$ cat config.mk
export PLATFORM = sky130hd
export DESIGN_NAME = johnson_slot_scheduler
export DESIGN_NICKNAME = d
export VERILOG_FILES = /design/src/rtl/johnson_slot_scheduler.sv
export SDC_FILE = /design/constraint.sdc
export NUM_CORES = 1
export LEC_CHECK = 0
export BUFFER_PORTS_ARGS = -buffer_cell sky130_fd_sc_hd__buf_2
export CAP_MARGIN = 5
export CORE_ASPECT_RATIO = 0.8
export CORE_MARGIN = 8
export CORE_UTILIZATION = 61
export CTS_BUF_LIST = sky130_fd_sc_hd__clkbuf_4 sky130_fd_sc_hd__clkbuf_8
export CTS_CLUSTER_DIAMETER = 200
export CTS_CLUSTER_SIZE = 24
export DETAILED_ROUTE_END_ITERATION = 7
export GPL_ROUTABILITY_DRIVEN = 0
export PLACE_DENSITY = 0.95
export SYNTH_ARGS = -nofsm -noshare
export SYNTH_HDL_FRONTEND = slang
export SYNTH_SLANG_ARGS = --single-unit
$ cat constraint.sdc
create_clock -name clk -period 8.5 [get_ports clk]
set_input_delay 1.275 -clock clk [delete_from_list [all_inputs] [get_ports clk]]
set_output_delay 1.275 -clock clk [all_outputs]
set_load 0.02 [all_outputs]
$ cat src/rtl/johnson_slot_scheduler.sv
// johnson_slot_scheduler: Johnson-counter time-slot arbiter granting one of 2*N requesters at a time
module johnson_slot_scheduler #(
    parameter int N        = 4,
    parameter int MAX_HOLD = 16,
    parameter int SW       = $clog2(2*N)
) (
    input  logic            clk,
    input  logic            rst_n,
    input  logic            en,
    input  logic            dir,
    input  logic            clr,
    input  logic [2*N-1:0]  req,
    input  logic            done,
    output logic [N-1:0]    q,
    output logic [SW-1:0]   slot,
    output logic [2*N-1:0]  grant,
    output logic            busy,
    output logic            timeout,
    output logic            err
);
    localparam int S  = 2*N;
    localparam int HW = $clog2(MAX_HOLD+1);
    typedef enum logic [1:0] {IDLE, RUN, GRANT} state_t;
    state_t        st_q;
    logic [N-1:0]  cnt_q;
    logic [N-1:0]  cnt_d;
    logic [HW-1:0] hold_q;
    logic [S-1:0]  grant_q;
    logic          busy_q;
    logic          timeout_q;
    logic          err_q;
    logic [N-2:0]  edges;
    logic          legal;
    logic          hold_max;
    logic [SW-1:0] pop;
    always_comb begin
        pop = '0;
        for (int i = 0; i < N; i++) pop = pop + SW'(cnt_q[i]);
    end
    // a legal Johnson word has at most one 0/1 boundary between adjacent bits
    assign edges    = cnt_q[N-1:1] ^ cnt_q[N-2:0];
    assign legal    = (edges & (edges - 1'b1)) == '0;
    assign slot     = (!cnt_q[N-1] || &cnt_q) ? pop : SW'(S) - pop;
    assign cnt_d    = dir ? {~cnt_q[0], cnt_q[N-1:1]} : {cnt_q[N-2:0], ~cnt_q[N-1]};
    assign hold_max = hold_q == HW'(MAX_HOLD-1);
    assign q        = cnt_q;
    assign grant    = grant_q;
    assign busy     = busy_q;
    assign timeout  = timeout_q;
    assign err      = err_q;
    always_ff @(posedge clk or negedge rst_n) begin
        if (!rst_n) begin
            st_q      <= IDLE;
            cnt_q     <= '0;
            hold_q    <= '0;
            grant_q   <= '0;
            busy_q    <= 1'b0;
            timeout_q <= 1'b0;
            err_q     <= 1'b0;
        end else begin
            timeout_q <= 1'b0;
            err_q     <= 1'b0;
            if (clr || !legal) begin
                err_q   <= !clr;
                st_q    <= IDLE;
                cnt_q   <= '0;
                hold_q  <= '0;
                grant_q <= '0;
                busy_q  <= 1'b0;
            end else begin
                case (st_q)
                    IDLE: begin
                        st_q   <= en ? RUN : IDLE;
                        busy_q <= en;
                    end
                    RUN: begin
                        if (!en) begin
                            st_q   <= IDLE;
                            busy_q <= 1'b0;
                        end else if (req[slot]) begin
                            grant_q <= S'(1) << slot;
                            st_q    <= GRANT;
                            hold_q  <= '0;
                        end else begin
                            cnt_q <= cnt_d;
                        end
                    end
                    GRANT: begin
                        if (done || hold_max) begin
                            grant_q   <= '0;
                            cnt_q     <= cnt_d;
                            timeout_q <= !done;
                            st_q      <= en ? RUN : IDLE;
                            busy_q    <= en;
                        end else begin
                            hold_q <= hold_q + 1'b1;
                        end
                    end
                    default: begin
                        st_q    <= IDLE;
                        grant_q <= '0;
                        busy_q  <= 1'b0;
                    end
                endcase
            end
        end
    end
endmodule

# After elaboration in Yosys (flattened, before gate mapping)
# Index checks and enable logic that the tools add are counted.
[classes] bitwise=4 n_eq_ne=11 shift=1 addsub=6 n_reduce_logical=16 n_lt_le_gt_ge=1 n_mux=33
[op_table] cell="8-bit two-way mux" count=4
[op_table] cell="8-bit case mux with 3 select lines" count=1
[op_table] cell="4-bit two-way mux" count=5
[op_table] cell="5-bit two-way mux" count=4
[op_table] cell="3-bit inequality test (second input constant)" count=6
[op_table] cell="4-bit AND reduction" count=4
[op_table] cell="5-bit case mux with 2 select lines" count=1
[op_table] cell="1-bit two-way mux" count=9
[op_table] cell="2-bit two-way mux" count=4
[op_table] cell="4-bit case mux with 2 select lines" count=1
[op_table] cell="1-bit by 3-bit << shifter with 8-bit output (first input constant)" count=1
[op_table] cell="2-bit case mux with 3 select lines" count=1
[op_table] cell="5-bit by 1-bit adder with 5-bit output (second input constant)" count=1
[op_table] cell="5-bit by 4-bit equality test with 1-bit output (second input constant)" count=1
[op_table] cell="1-bit zero test" count=4
[op_table] cell="3-bit by 4-bit less-than comparator with 1-bit output (second input constant)" count=1
[op_table] cell="4-bit inequality test (second input constant)" count=1
[op_table] cell="2-bit AND reduction" count=2
[op_table] cell="2-bit by 1-bit adder with 3-bit output" count=1
[op_table] cell="3-bit by 1-bit adder with 3-bit output" count=1
[op_table] cell="3-bit AND" count=1
[op_table] cell="1-bit binary-select mux with 3-bit select" count=1
[op_table] cell="3-bit zero test" count=1
[op_table] cell="1-bit logical OR" count=3
[op_table] cell="other kinds (12)" count=13
[totals] regBits=22 wordCells=79 output_inout_bits=18 inputBits=14

# Longest topological paths before layout
[depth] depth_word=11 mapped_depth=12 depth_no_buf=11

# Least setup slack after synthesis
# No wires, ideal clock.
[synth_timing] path_type="reg-to-output" start="register cnt_q[1] (netlist: q[1])" end="output slot[1]" required_ps=7225 path_stages_with_launch=8 arrival_ps=2426 path_buffers=0 setup_slack_ps=4799 cell_sequence="dfrtp_1 > inv_1 > fa_1 > inv_1 > ha_1 > xnor3_1 > mux2i_1 > inv_2"
[synth_between] elab_chain_len=5 elab_cells_between_ends=7 cone_classes="add/sub: 4; mux: 1; reduce/logical: 2"
[synth_rtl] element="start, declared" line_no="25" text="logic [N-1:0] cnt_q;"
[synth_rtl] element="start signal, assigned" line_no="85" text="cnt_q <= cnt_d;"
[synth_rtl] element="start signal, assigned" line_no="91" text="cnt_q <= cnt_d;"
[synth_rtl] element="1-bit by 1-bit adder with 2-bit output" line_no="38" text="for (int i = 0; i < N; i++) pop = pop + SW'(cnt_q[i]);"
[synth_rtl] element="2-bit by 1-bit adder with 3-bit output" line_no="38"
[synth_rtl] element="3-bit by 1-bit adder with 3-bit output" line_no="38"
[synth_rtl] element="1-bit by 3-bit subtractor with 3-bit output" line_no="43" text="assign slot = (!cnt_q[N-1] || &cnt_q) ? pop : SW'(S) - pop;"
[synth_rtl] element="3-bit two-way mux *" line_no="43"
[synth_rtl] element="end, declared" line_no="15" text="output logic [SW-1:0] slot,"
# Mark *: on every way between the ends. The rest lies on a longest branch, timed or not.

# Final worst setup path
# Same ends and word-level chain as after synthesis.

==> results.sh <==
export IMPL_ant_nets=0
export IMPL_max_freq_ghz=0.2136
export IMPL_drc=0
export IMPL_peakVddDrop_v=0.0001207
export IMPL_hold_ws_ps=517.4
export IMPL_crit_path_start_kind="flop"
export IMPL_mostFrequentLayoutCells="buf_2 (31), dfrtp_1 (22), nand2_1 (19)"
export IMPL_drv_cap=0
export IMPL_cts_buffer_depth=2
export IMPL_fin_nets=222
export IMPL_critPathArrivalTime_ps=3410
export IMPL_crit_fanout=16
export IMPL_finClkSkew_ps=4.653
export IMPL_synth_top_family_by_area="simple AND/OR/NAND/NOR gates"
export IMPL_worstSetupPathType="flop to output pin"
export IMPL_combPwrFrac_pct=35.0
export IMPL_yosysUniqueCellTypes=46
export IMPL_synth_adder_area_share_pct=8.461
export IMPL_vias_per_cell=6.269
export IMPL_numCtsBuffers=3
export IMPL_synth_edf_count=0
export IMPL_die_y_um=61.13
export IMPL_io_pins=32
export IMPL_wire_per_inst_um=17.05
export IMPL_cts_hold_buf=0
export IMPL_worstHoldPathType="flop to flop"
export IMPL_slew_headroom_pct=54.95
export IMPL_avgSynthCellArea_um2=9.298
export IMPL_io_buffers=31
export IMPL_syn_to_final_growth_pct=14.18
export IMPL_setup_worst_path_end_class="output pin"
export IMPL_synth_area_mm2=0.001553
export IMPL_grt_pass1_wl_um=6775
export IMPL_async_flop_share_pct=100.0
export IMPL_switching_share_pct=35.31
export IMPL_hold_viol_final=0
export IMPL_fin_setup_tns_ps=0
export IMPL_die_w_um=72.41
export IMPL_synth_cells=167
export IMPL_final_common_cell="buf_2"
export IMPL_slew_viol_final=0
export IMPL_clockRootBuffer="clkbuf_4"
export IMPL_ys_seq_area_share_pct=35.46
export IMPL_dr_pass1_iters=4
export IMPL_leakagePower_nw=0.9132
export IMPL_fin_area_mm2=0.001773
export IMPL_clkPwrFrac_pct=21.8
export IMPL_required_ps=7220
export IMPL_ys_warnings_count=0
export IMPL_htree_num_levels=1
export IMPL_grt_pass1_vias=1444
export IMPL_finalCritPeriodShare_pct=55.08
export IMPL_synthFlopType="dfrtp_1"
export IMPL_clock_latency_ps=310
export IMPL_synth_compound_area_share_pct=17.16
export IMPL_post_route_util_pct=72.59
export IMPL_rr_worst_depth=9
export IMPL_tightest_slew_ps=667.3
export IMPL_antenna_found_initial=0
export IMPL_coreArea_mm2=0.002442
export IMPL_antenna_cells=0
export IMPL_dpl_cell_area_mm2=0.001737
export IMPL_synth_nets=190
export IMPL_die_area_mm2=0.004426
export IMPL_layout_min_cycle_time_ps=4682
export IMPL_cts_tree="yes"
export IMPL_switchingPower_w=0.00009257
export IMPL_grt_usage_pct=19.28
export IMPL_post_cts_resized=0
export IMPL_cts_num_sinks=22
export IMPL_grt_overflow=0
export IMPL_synth_xor_area_share_pct=2.015
export IMPL_yosys_area_share_simple_pct=25.22
export IMPL_clk_pin_slew_worst_paths_ps=120
export IMPL_final_setup_viol_count=0
export IMPL_drt_total_wl_um=3990
export IMPL_whs_path_depth=1
export IMPL_synthMuxAreaShare_pct=8.461
export IMPL_seqPwrFrac_pct=43.2
export IMPL_ys_ff_latch=22
export IMPL_intPower_w=0.0001696
export IMPL_status="finished clean"
export IMPL_p_per_area_mw_per_mm2=147.9
export IMPL_post_cts_buffers=0
export IMPL_grt_max_degree=23
export IMPL_start_util_pct=63.58
export IMPL_num_rows=16
export IMPL_layout_drive_gt1_share_pct=26.77
export IMPL_hpwl_um=3090
export IMPL_vias=1467
export IMPL_grt_setup_unrepaired="false"
export IMPL_drtIter0Drc=194
[metrics by stage]
step	setup WS (ps)	total power, W	cells
final	3818	0.0002622	234
after global routing	3613	0.0002762	234
after global placement	4502	0.0001988	230
after detailed placement	4283	0.0002041	230
after floorplan	4799	0.0001802	167
after CTS	3918	0.0002601	234
[path summary, 6_finish.rpt]
path,startpoint,endpoint,slack (ps)
worst min register to register,grant[5],grant[5],520
min in group asynchronous,rst_n,q[1],900
worst min-delay path,grant[5],grant[5],520
worst max-delay path,q[1],slot[1],3820
max in group asynchronous,rst_n,grant[2],7270
worst max register to register,q[1],grant[4],4710
[power by group through the flow]
stage / registers (W) / logic, W / clock network, W
global placement: 0.000115 / 0.0000842 / 0
CTS: 0.000113 / 0.0000898 / 0.0000571
floorplan: 0.000118 / 0.0000621 / 0
detailed placement: 0.000115 / 0.0000889 / 0
finish: 0.000113 / 0.0000917 / 0.0000572
global route: 0.000114 / 0.0000996 / 0.0000626
[critical path, stage by stage (launching register included)]
cell and delay [ps]:
dfrtp_1 460, inv_1 120, fa_1 530, inv_1 80
ha_1 560, xnor3_1 480, mux2i_1 490, inv_2 170
buf_2 210
[cell type report]
type                            instances  area [µm²]
Sequential cell                        22       550.5
Tap cell                               36       45.04
Multi-Input combinational cell        132       952.2
Timing Repair Buffer                   31       155.1
Inverter                                9       33.78
Fill cell                             193       669.4
Clock buffer                            4       36.28
[flip-flops by register name (all words and copies together) (netlist names)]
register,count
q,4
timeout,1
err,1
st_q,2
grant,8
busy,1
hold_q,5
[per-layer routing]
metal | track usage (%) | routed length (µm) | vias up
met5 | 0 | 0 | -
met1 | 21.92 | 1544 | 700
met4 | 7.670 | 109 | 0
met2 | 32.35 | 1942 | 75
li1 | - | - | 670
met3 | 7.480 | 393 | 22
[cells in the mapped netlist (all sizes together), types with 4 or more instances]
cell | n | area [µm²]
dfrtp | 22 | 550.5
nand2 | 19 | 71.32
nor3 | 14 | 70.07
inv | 9 | 33.78
mux2 | 9 | 101.4
nor2 | 9 | 33.78
nor3b | 9 | 67.56
ha | 8 | 100.1
o21ai | 8 | 40.04
nor2b | 6 | 37.54
o211ai | 6 | 63.81
a21oi | 4 | 20.02
[cell families after synthesis]
| family | after synthesis |
|---|---|
| adder cells (fa/ha/maj) | 10 |
| multiplexers | 12 |
| buffers and inverters | 13 |
| AND/OR/NAND/NOR | 74 |
| AO/OA/AOI/OAI | 34 |
| flip-flops | 22 |
| XOR/XNOR | 2 |
Power figures use the tool's default switching activity.
